`src/rtl/pulse_cond_pkg.sv`:
```
// Shared definitions for the pulse conditioner: debounce state encodings,
// default parameter values and a saturating 8-bit increment helper.
package pulse_cond_pkg;

    typedef enum logic [1:0] {
        ST_LOW   = 2'd0,
        ST_DEB_H = 2'd1,
        ST_HIGH  = 2'd2,
        ST_DEB_L = 2'd3
    } state_t;

    localparam int DEF_SYNC_STAGES = 2;
    localparam int DEF_DB_CYCLES   = 8;
    localparam int DEF_DB_W        = 8;

    function automatic logic [7:0] sat_inc8(input logic [7:0] v);
        return (v == 8'hFF) ? v : v + 8'd1;
    endfunction

endpackage

```
`src/rtl/pulse_conditioner_sync_ff.sv`:
```
// sync_ff: SYNC_STAGES-deep flop chain that brings an asynchronous bit into
// the clk domain; synchronous clear on rst. Reusable for any async input.
module sync_ff #(
    parameter int SYNC_STAGES = 2
) (
    input  logic clk,
    input  logic rst,
    input  logic d,
    output logic q
);

    logic [SYNC_STAGES-1:0] r_chain;

    genvar gi;
    generate
        for (gi = 0; gi < SYNC_STAGES; gi++) begin : g_stage
            logic w_stage_in;
            if (gi == 0) begin : g_first
                assign w_stage_in = d;
            end else begin : g_rest
                assign w_stage_in = r_chain[gi-1];
            end

            always_ff @(posedge clk) begin
                if (rst) begin
                    r_chain[gi] <= 1'b0;
                end else begin
                    r_chain[gi] <= w_stage_in;
                end
            end
        end
    endgenerate

    assign q = r_chain[SYNC_STAGES-1];

endmodule

```
`src/rtl/pulse_conditioner.sv`:
```
// pulse_conditioner: synchronizer -> debounce FSM -> single-cycle rising-edge pulse.
// Optional abort counter output glitch_cnt when PULSE_COND_GLITCH_CNT_EN is defined.
module pulse_conditioner
    import pulse_cond_pkg::*;
#(
    parameter int SYNC_STAGES = DEF_SYNC_STAGES,
    parameter int DB_CYCLES   = DEF_DB_CYCLES,
    parameter int DB_W        = DEF_DB_W
) (
    input  logic       clk,
    input  logic       rst,
    input  logic       raw_in,
    output logic       level,
`ifdef PULSE_COND_GLITCH_CNT_EN
    output logic [7:0] glitch_cnt,
`endif
    output logic       pulse
);

    localparam logic [DB_W-1:0] CNT_LAST = DB_W'(DB_CYCLES - 1);
    localparam logic [DB_W-1:0] CNT_ONE  = DB_W'(1);

    logic w_sync_q;

    sync_ff #(
        .SYNC_STAGES(SYNC_STAGES)
    ) u_sync (
        .clk(clk),
        .rst(rst),
        .d  (raw_in),
        .q  (w_sync_q)
    );

    state_t          r_state, w_state_next;
    logic [DB_W-1:0] r_cnt,   w_cnt_next;
    logic            r_level, w_level_next;
    logic            r_pulse, w_pulse_next;
    logic            w_abort;

    always_ff @(posedge clk) begin
        if (rst) begin
            r_state <= ST_LOW;
            r_cnt   <= '0;
            r_level <= 1'b0;
            r_pulse <= 1'b0;
        end else begin
            r_state <= w_state_next;
            r_cnt   <= w_cnt_next;
            r_level <= w_level_next;
            r_pulse <= w_pulse_next;
        end
    end

    // pulse defaults low every cycle so it can never be held for two cycles.
    always_comb begin
        w_state_next = r_state;
        w_cnt_next   = r_cnt;
        w_level_next = r_level;
        w_pulse_next = 1'b0;
        w_abort      = 1'b0;
        case (r_state)
            ST_LOW: begin
                if (w_sync_q) begin
                    w_state_next = ST_DEB_H;
                    w_cnt_next   = CNT_ONE;
                end
            end
            ST_DEB_H: begin
                if (!w_sync_q) begin
                    w_state_next = ST_LOW;
                    w_cnt_next   = '0;
                    w_abort      = 1'b1;
                end else if (r_cnt == CNT_LAST) begin
                    w_state_next = ST_HIGH;
                    w_cnt_next   = '0;
                    w_level_next = 1'b1;
                    w_pulse_next = 1'b1;
                end else begin
                    w_cnt_next   = r_cnt + CNT_ONE;
                end
            end
            ST_HIGH: begin
                if (!w_sync_q) begin
                    w_state_next = ST_DEB_L;
                    w_cnt_next   = CNT_ONE;
                end
            end
            ST_DEB_L: begin
                if (w_sync_q) begin
                    w_state_next = ST_HIGH;
                    w_cnt_next   = '0;
                    w_abort      = 1'b1;
                end else if (r_cnt == CNT_LAST) begin
                    w_state_next = ST_LOW;
                    w_cnt_next   = '0;
                    w_level_next = 1'b0;
                end else begin
                    w_cnt_next   = r_cnt + CNT_ONE;
                end
            end
            default: begin
                w_state_next = ST_LOW;
                w_cnt_next   = '0;
                w_level_next = 1'b0;
            end
        endcase
    end

    assign level = r_level;
    assign pulse = r_pulse;

`ifdef PULSE_COND_GLITCH_CNT_EN
    logic [7:0] r_glitch_cnt;

    always_ff @(posedge clk) begin
        if (rst) begin
            r_glitch_cnt <= 8'd0;
        end else if (w_abort) begin
            r_glitch_cnt <= sat_inc8(r_glitch_cnt);
        end
    end

    assign glitch_cnt = r_glitch_cnt;
`else
    logic w_abort_unused;
    assign w_abort_unused = w_abort;
`endif

endmodule

```
`config.mk`:
```
export PLATFORM = sky130hd
export DESIGN_NAME = pulse_conditioner
export DESIGN_NICKNAME = d
export VERILOG_FILES = /design/src/rtl/pulse_cond_pkg.sv /design/src/rtl/pulse_conditioner_sync_ff.sv /design/src/rtl/pulse_conditioner.sv
export SDC_FILE = /design/constraint.sdc
export NUM_CORES = 1
export LEC_CHECK = 0
export ABC_AREA = 1
export CAP_MARGIN = 20
export CELL_PAD_IN_SITES_DETAIL_PLACEMENT = 0
export CELL_PAD_IN_SITES_GLOBAL_PLACEMENT = 1
export CORE_ASPECT_RATIO = 1.2
export CORE_MARGIN = 8
export CORE_UTILIZATION = 44
export DETAILED_ROUTE_END_ITERATION = 10
export DONT_BUFFER_PORTS = 1
export PLACE_DENSITY = 0.79
export SETUP_SLACK_MARGIN = 0.02
export SYNTH_ARGS = -nofsm -noshare
export SYNTH_HDL_FRONTEND = slang
export SYNTH_SLANG_ARGS = --single-unit
```
`constraint.sdc`:
```
create_clock -name clk -period 3.2 [get_ports clk]
set_clock_uncertainty 0.1 [all_clocks]
set_input_delay 0.64 -clock clk [delete_from_list [all_inputs] [get_ports clk]]
set_output_delay 0.64 -clock clk [all_outputs]
set_load 0.005 [all_outputs]
```
After elaboration in Yosys (flattened, before gate mapping)
Index checks and enable logic that the tools add are counted.

Reduce and logical (&&, ||, !) cells: 6. Add/sub/neg operators: 1. Mux-type cells: 19. Equal/unequal tests: 12. Bitwise gates (word level): 2.

Operator list (number): $mux 8 (5); $pmux 8 s4 (1); $mux 2 (6); $add 8x1->8 const B (1); $eq 8x3->1 const B (1); $ne 2x2->1 const B (4); $pmux 2 s4 (1); $mux 1 (5); $reduce_and 5->1 (1); $eq 2x2->1 const B (2); $ne 2x1->1 const B (2); $reduce_and 4->1 (1); $ne 3x2->1 const B (1); $ne 3x3->1 const B (1); $reduce_or 3->1 (1); $eq 2x1->1 const B (1); $logic_not 2->1 (1); $not 1->1 (2); $pmux 1 s2 (1); $reduce_and 2->1 (1); $reduce_bool 2->1 (1).

Output and inout port bits: 2. Register bits: 14. Input bits: 3.

Longest topological paths before layout
Gate-level depths: netlist of the first run.

Word-level depth: 4. Depth in mapped cells: 9. Depth with buffers taken out: 9.

Hierarchy
From an unflattened synthesis of the first run, not the netlist that was laid out.

Cells, all modules: 112. Area total of the unflattened synthesis: 777.0 µm².

By module, submodules not included: pulse_conditioner (cells each 106, seq. area each 240.2 µm², area each 721.9 µm², instances 1); sync_ff (cells each 6, seq. area each 40.0 µm², area each 55.1 µm², instances 1).

Least setup slack after synthesis of the first run
No wires, ideal clock.

Path kind: register -> register. From: register r_cnt[0]. To: register r_cnt[4]. Cell stages (with the launch flop): 7. Path slack: 1898 ps. Data required time: 2968 ps. Arrival time: 1070 ps. Cell sequence: dfxtp_1 ha_1 nand3_1 nor2_2 nor2_4 nand3_1 a21oi_1.

Cells in the longest elaborated chain, start to end: 4. Elaborated cells on any way between the ends: 6. Classes of those cells: 1 x add/sub; 1 x eq/ne; 4 x mux.

Ends and longest elaborated chain: start: declaration (line pulse_conditioner.sv:35) `logic [DB_W-1:0] r_cnt, w_cnt_next;`; start signal: assignment (line pulse_conditioner.sv:48) `r_cnt <= w_cnt_next;`; $add 8x1->8 or $eq 8x3->1 (tied branches); $mux 8 (*) (line pulse_conditioner.sv:73, pulse_conditioner.sv:93); $mux 8 (on tied branches) (line pulse_conditioner.sv:89, pulse_conditioner.sv:69); $pmux 8 s4 (*) (line pulse_conditioner.sv:61) `case (r_state)`.

Every way passes the cells marked *; elsewhere a longest branch is shown, timed or not. A chain may end at the register's enable or synchronous reset.

==> results of run 1 <==
==> routing by layer <==
metal / track usage / vias up / part of all wire
met1: 0.113 / 288 / 0.44
met2: 0.188 / 13 / 0.50
met5: 0 / - / 0
met3: 0.0249 / 5 / 0.033
li1: - / 363 / -
met4: 0.0778 / 0 / 0.029
==> Yosys cell counts <==
cell type  instances
a211oi_1           1
dfxtp_1           14
inv_1             13
nand3_1           10
inv_2              2
o21bai_1           1
nand2_2            3
clkbuf_1           1
ha_1               1
nor2_1            11
nand2_1           34
o21ai_0            5
a21oi_1            8
nor2_2             3
nand4_1            3
nor2_4             1
==> cell type report <==
type / count / area share
Sequential cell: 14 / 0.362
Inverter: 15 / 0.0727
Clock buffer: 4 / 0.0468
Multi-Input combinational cell: 81 / 0.489
Tap cell: 18 / 0.0291
==> flip-flops by register name, indices dropped and copies added (netlist names), named ones only <==
signal                     flops
r_cnt                          8
level                          1
pulse                          1
u_sync.q                       1
r_state                        1
u_sync.g_stage.w_stage_in      1
==> kinds of logic (layout without fill, tap and decap cells) <==
| logic type | after synthesis | after routing |
|---|---|---|
| compound gates | 15 | 15 |
| flops | 14 | 14 |
| fa+ha+maj | 1 | 1 |
| simple gates | 65 | 65 |
| buf+inv | 16 | 19 |
==> worst max-delay path, cell delays in order (launching register included) <==
cell     delay, ns
dfxtp_1       0.40
ha_1          0.29
nand2_2       0.10
nor2_1        0.11
nand2_1       0.10
nand2_1       0.10
nand2_1       0.05
nand2_1       0.06
nand2_1       0.06
nor2_2        0.07
==> power by group through the flow <==
| stage | clock (µW) | combinational [µW] | sequential [µW] |
|---|---|---|---|
| floorplan | 0 | 17.2 | 186 |
| global placement | 0 | 20.2 | 187 |
| detailed placement | 0 | 20.2 | 187 |
| CTS | 133 | 20.3 | 183 |
| global route | 139 | 22.8 | 184 |
| finish | 130 | 19.9 | 183 |
==> worst max-delay path by stage <==
stage	slack (ns)	from	endpoint
2_1_floorplan	1.90	r_cnt[0]$_SDFFE_PP0P_	r_cnt[4]$_SDFFE_PP0P_
3_3_place_gp	1.74	r_cnt[0]$_SDFFE_PP0P_	register
3_5_place_dp	1.72	r_cnt[0]$_SDFFE_PP0P_	register
4_1_cts	1.70	r_cnt[0]$_SDFFE_PP0P_	register
5_1_grt	1.50	r_cnt[0]$_SDFFE_PP0P_	register
6_report	1.70	r_cnt[0]$_SDFFE_PP0P_	register
==> per-stage QoR <==
step	worst slack [ns]	utilization
after floorplan	1.90	-
after global placement	1.74	0.467
final	1.70	0.490
after global routing	1.50	0.490
after CTS	1.70	0.490
after detailed placement	1.72	0.467
==> flow_summary_export.csv, run 1 <==
group,metric,value,unit
outcome,status,"finished, final reports clean",
power,p_per_area,430,mW/mm²
sta,period_share,0.468,
power,power_frac_comb,0.060,
clock_tree,cts.repair.resized,0,
floorplanning,fp-row-count,16,
synth,syn_avg_cell_area,6.48,µm²
sta,setup_viol,0,
sta,report.final.hold_viol_count,0,
power,swShare,0.238,
global_route,antenna_found_initial,0,
global_route,grt.overflow.total,0,
cells_and_area,fin_area,774,µm²
power,p_int,254,µW
detailed_routing,drc,0,
clock_tree,clock_path_buffers,2,
power,leakage,0.000336,µW
sta,tns,0,ns
place,place_area,738,µm²
synth,synth_xor_area_frac,0,
detailed_routing,drt-total-wl,1.54,mm
sta,fmax,0.668,GHz
place,dp_hpwl,1.16,mm
power,sequentialPowerShare,0.549,
run,drv_cap,0,
synth,ys_ff_latch,14,
clock_tree,cts_setup_buffers,0,
detailed_routing,wl_per_cell,11.7,µm
clock_tree,htreeDepth,1,
worst_setup_path,timing.rr.start,"r_cnt[0]$_SDFFE_PP0P_",
synth,yosysUniqueCellTypes,16,
cells_and_area,fin_nets,119,
sta,relSlewSlack,0.792,
global_route,grt_pass1_vias,606,
min_path,min_delay_path_depth,1,
cells_and_area,regArea,280,µm²
worst_setup_path,cp_max_fo,6,
detailed_routing,ant_nets,0,
detailed_routing,viasPerCell,5.07,
synth,yosysTopAreaCell,"dfxtp_1",
sta,hold_ws,0.310,ns
floorplanning,die_h,60.3,µm
sta,worst_pin_slew,0.312,ns
synth,synth_area,719,µm²
power,switchingPower,79.1,µW
cells_and_area,n_fill_cell,163,
place,placed_cells,128,
sta,period_needed,1.50,ns
cells_and_area,instances_no_fill,132,
sta,slew_viol_final,0,
worst_setup_path,critPathLaunchType,"register",
floorplanning,io_pins,5,
synth,netlist_instances,111,
worst_setup_path,r2r_slack,1.70,ns
place,place.gp.congestion,0.821,
global_route,track_usage,0.110,
min_path,hp-start,"rst",
worst_setup_path,arrival,1.63,ns
floorplanning,core,0.00158,mm²
cells_and_area,multi_input_area,379,µm²
synth,yosys-top-cells-area,"dfxtp_1 (39%), nand2_1 (18%), nand3_1 (7.0%)",
floorplanning,dieWidth,52.9,µm
synth,yosysTopAreaCellShare,0.390,
floorplanning,die_area,0.00319,mm²
global_route,grt_first_pass_wirelength,2.59,mm
synth,synth-compound-area-share,0.111,
synth,yosysSeqAreaShare,0.390,
worst_setup_path,required,3.33,ns
worst_setup_path,path_class,"register to register",
detailed_routing,firstDrtPassIters,4,
clock_tree,root_buffer,"clkbuf_4",
clock_tree,path_clk_slew,0.09,ns
clock_tree,cts_buffers,3,
cells_and_area,layout_common_cells,"nand2_1 (34), dfxtp_1 (14), inv_1 (13)",
place,io_buffers,0,
cells_and_area,diodes,0,
synth,synth_top_family_by_area,"simple AND/OR/NAND/NOR gates",
detailed_routing,drt_iter0_markers,23,
cells_and_area,layout-drive-gt1-share,0.114,
min_path,min-delay-path-class,"input pin to register",
sta,rsz0062_at_grt,"no",
cells_and_area,areaGrowthSynthToFinish,7.65,%
min_path,hold_end,"r_cnt[5]$_SDFFE_PP0P_",
power,total_power,333,µW
clock_tree,postCtsHoldBufs,0,
synth,synth_fa_ha_area_frac,0.0174,
floorplanning,initial_utilization,0.455,
power,power.share.clock,0.391,
detailed_routing,vias,669,
clock_tree,clock_sinks,14,
worst_setup_path,critPathCaptureType,"register",
worst_setup_path,reg2regPathDepth,9,
clock_tree,clk_latency,0.28,ns
synth,synth_mux_area_frac,0,
cells_and_area,layout_commonest_cell,"nand2_1",
clock_tree,cts_tree,"yes",
synth,yosysWarnings,0,
global_route,grt_max_degree,12,
power,peakVddDrop,0.206,mV
synth,synth_nets,115,
synth,synthSimpleGateAreaFrac,0.398,
Note: power is estimated with default switching activity, not from simulation.
==> run 2: changes to the inputs <==
--- a/config.mk
+++ b/config.mk
@@ -11,10 +11,10 @@
 export CELL_PAD_IN_SITES_GLOBAL_PLACEMENT = 1
 export CORE_ASPECT_RATIO = 1.2
 export CORE_MARGIN = 8
-export CORE_UTILIZATION = 44
+export CORE_UTILIZATION = 41
 export DETAILED_ROUTE_END_ITERATION = 10
 export DONT_BUFFER_PORTS = 1
-export PLACE_DENSITY = 0.79
+export PLACE_DENSITY = 0.74
 export SETUP_SLACK_MARGIN = 0.02
 export SYNTH_ARGS = -nofsm -noshare
 export SYNTH_HDL_FRONTEND = slang
==> constraint.sdc (replaced) <==
create_clock -name clk -period 1.4 [get_ports clk]
set_clock_uncertainty 0.1 [all_clocks]
set_input_delay 0.28 -clock clk [delete_from_list [all_inputs] [get_ports clk]]
set_output_delay 0.28 -clock clk [all_outputs]
set_load 0.005 [all_outputs]
==> run 2 against run 1 <==
  * Global-route usage hardly changed
  * Register-to-register slack got worse by 1.6 ns
  * Combinational power grew to 3.3 times the previous value
  * Largest power group unchanged
  * Sequential share of layout area decreased by 2.6 points
  * Largest cell class unchanged
  * Fmax rose by 16%
==> flow_summary_export.csv, run 2 (same netlist as run 1, synthesis figures left out) <==
group,metric,value,unit
sta,setup_viol,0,
detailed_routing,vias,695,
worst_setup_path,critPathCaptureType,"register",
clock_tree,clk_latency,0.28,ns
clock_tree,clock_path_buffers,2,
floorplanning,fp-row-count,16,
global_route,grt_first_pass_wirelength,2.76,mm
power,leakage,0.000370,µW
clock_tree,cts_tree,"yes",
cells_and_area,largest_register,"r_cnt",
detailed_routing,ant_nets,0,
sta,period_share,0.923,
min_path,min_delay_path_depth,3,
clock_tree,root_buffer,"clkbuf_4",
cells_and_area,multi_input_area,400,µm²
floorplanning,die_area,0.00336,mm²
worst_setup_path,critPathLaunchType,"register",
global_route,antenna_found_initial,0,
floorplanning,core,0.00164,mm²
worst_setup_path,r2r_slack,0.11,ns
cells_and_area,instances_no_fill,138,
floorplanning,initial_utilization,0.438,
detailed_routing,drc,0,
worst_setup_path,timing.rr.start,"u_sync.q$_SDFF_PP0_",
worst_setup_path,required,1.52,ns
sta,hold_ws,0.103,ns
outcome,status,"finished, final reports clean",
cells_and_area,layout_common_cells,"nand2_1 (31), inv_1 (12), nand3_1 (10), nor2_1 (10), dfxtp_1 (9)",
worst_setup_path,path_class,"register to register",
sta,report.final.hold_viol_count,0,
cells_and_area,layout-drive-gt1-share,0.242,
clock_tree,path_clk_slew,0.09,ns
floorplanning,io_pins,5,
detailed_routing,firstDrtPassIters,4,
clock_tree,cts_buffers,3,
global_route,grt.overflow.total,0,
worst_setup_path,arrival,1.41,ns
cells_and_area,fin_nets,125,
cells_and_area,regArea,287,µm²
cells_and_area,areaGrowthSynthToFinish,18.4,%
sta,slew_viol_final,0,
worst_setup_path,cp_max_fo,6,
worst_setup_path,timing.rr.end,"r_cnt[4]$_SDFFE_PP0P_",
power,p_per_area,912,mW/mm²
floorplanning,die_h,61.9,µm
clock_tree,clock_sinks,14,
detailed_routing,wl_per_cell,11.9,µm
place,place.gp.congestion,0.783,
sta,tns,0,ns
sta,period_needed,1.29,ns
min_path,hp-start,"rst",
cells_and_area,layout_commonest_cell,"nand2_1",
global_route,track_usage,0.110,
sta,fmax,0.774,GHz
place,placed_cells,131,
sta,relSlewSlack,0.715,
power,peakVddDrop,0.602,mV
detailed_routing,drt_iter0_markers,15,
cells_and_area,largest_register_ff_count,8,
cells_and_area,n_fill_cell,183,
detailed_routing,drt-total-wl,1.65,mm
place,io_buffers,0,
place,dp_hpwl,1.18,mm
min_path,min-delay-path-class,"input pin to register",
run,drv_cap,0,
global_route,grt_pass1_vias,655,
cells_and_area,diodes,0,
detailed_routing,viasPerCell,5.04,
floorplanning,dieWidth,54.2,µm
global_route,grt_max_degree,11,
worst_setup_path,reg2regPathDepth,6,
sta,worst_pin_slew,0.426,ns
clock_tree,htreeDepth,1,
sta,rsz0062_at_grt,"yes",
[run 2: per-stage QoR]
| step | area, µm² | setup slack [ns] | util | total power (µW) |
|---|---|---|---|---|
| floorplan | 719 | 0.0983 | - | 464 |
| global placement | 761 | 0.100 | 0.463 | 478 |
| detailed placement | 761 | 0.0860 | 0.463 | 478 |
| CTS | 817 | 0.0591 | 0.498 | 777 |
| global route | 852 | 0.0153 | 0.519 | 813 |
| finish | 852 | 0.108 | 0.519 | 777 |
[run 2: power by group]
part           internal (µW)  switching (µW)  total, µW
Sequential               408            9.80        418
Clock                    158             136        294
Combinational           23.3            41.9       65.1
[run 2: how the worst max path moves through the flow]
stage	from	to	slack, ns	depth (start not counted)
5_1_grt	u_sync.q$_SDFF_PP0_	register	0.02	9
3_3_place_gp	r_cnt[1]$_SDFFE_PP0P_	register	0.10	9
4_1_cts	r_cnt[0]$_SDFFE_PP0P_	register	0.06	9
3_5_place_dp	r_cnt[0]$_SDFFE_PP0P_	register	0.09	9
2_1_floorplan	r_cnt[0]$_SDFFE_PP0P_	r_cnt[4]$_SDFFE_PP0P_	0.1	6
6_report	u_sync.q$_SDFF_PP0_	r_cnt[4]$_SDFFE_PP0P_	0.11	6
[run 2: cell type report]
type	instances	share of cell area
Multi-Input combinational cell	81	0.470
Sequential cell	14	0.336
Inverter	15	0.0661
Timing Repair Buffer	6	0.0587
Clock buffer	4	0.0426
Tap cell	18	0.0264
[run 2: repair_timing]
item | in CTS | in global routing
setup buffers | 0 | 1
resized for setup | 0 | 13
endpoints found under the hold margin | 10 | 0
hold buffers | 2 | 0
setup endpoints to repair | 0 | 9
[run 2: metal layers]
layer	routed length [µm]	GRT usage	vias to the layer above
met3	105	0.0286	2
met1	771	0.137	308
li1	-	-	368
met2	754	0.179	17
met5	0	0	-
met4	13	0.0317	0
[run 2: worst max-delay path: stages, from the launching register on]
cell	delay [ns]
dfxtp_1	0.42
nand2_1	0.10
nand2_2	0.12
nand2_2	0.09
nor2_4	0.16
nand3_1	0.11
a21oi_2	0.13
==> run 3: changes to the inputs <==
--- a/config.mk
+++ b/config.mk
@@ -14,6 +14,7 @@
 export CORE_UTILIZATION = 41
 export DETAILED_ROUTE_END_ITERATION = 10
 export DONT_BUFFER_PORTS = 1
+export GPL_ROUTABILITY_DRIVEN = 0
 export PLACE_DENSITY = 0.74
 export SETUP_SLACK_MARGIN = 0.02
 export SYNTH_ARGS = -nofsm -noshare
==> results of run 3 <==
Final layout, timing and power as in run 2 (identical DEF).
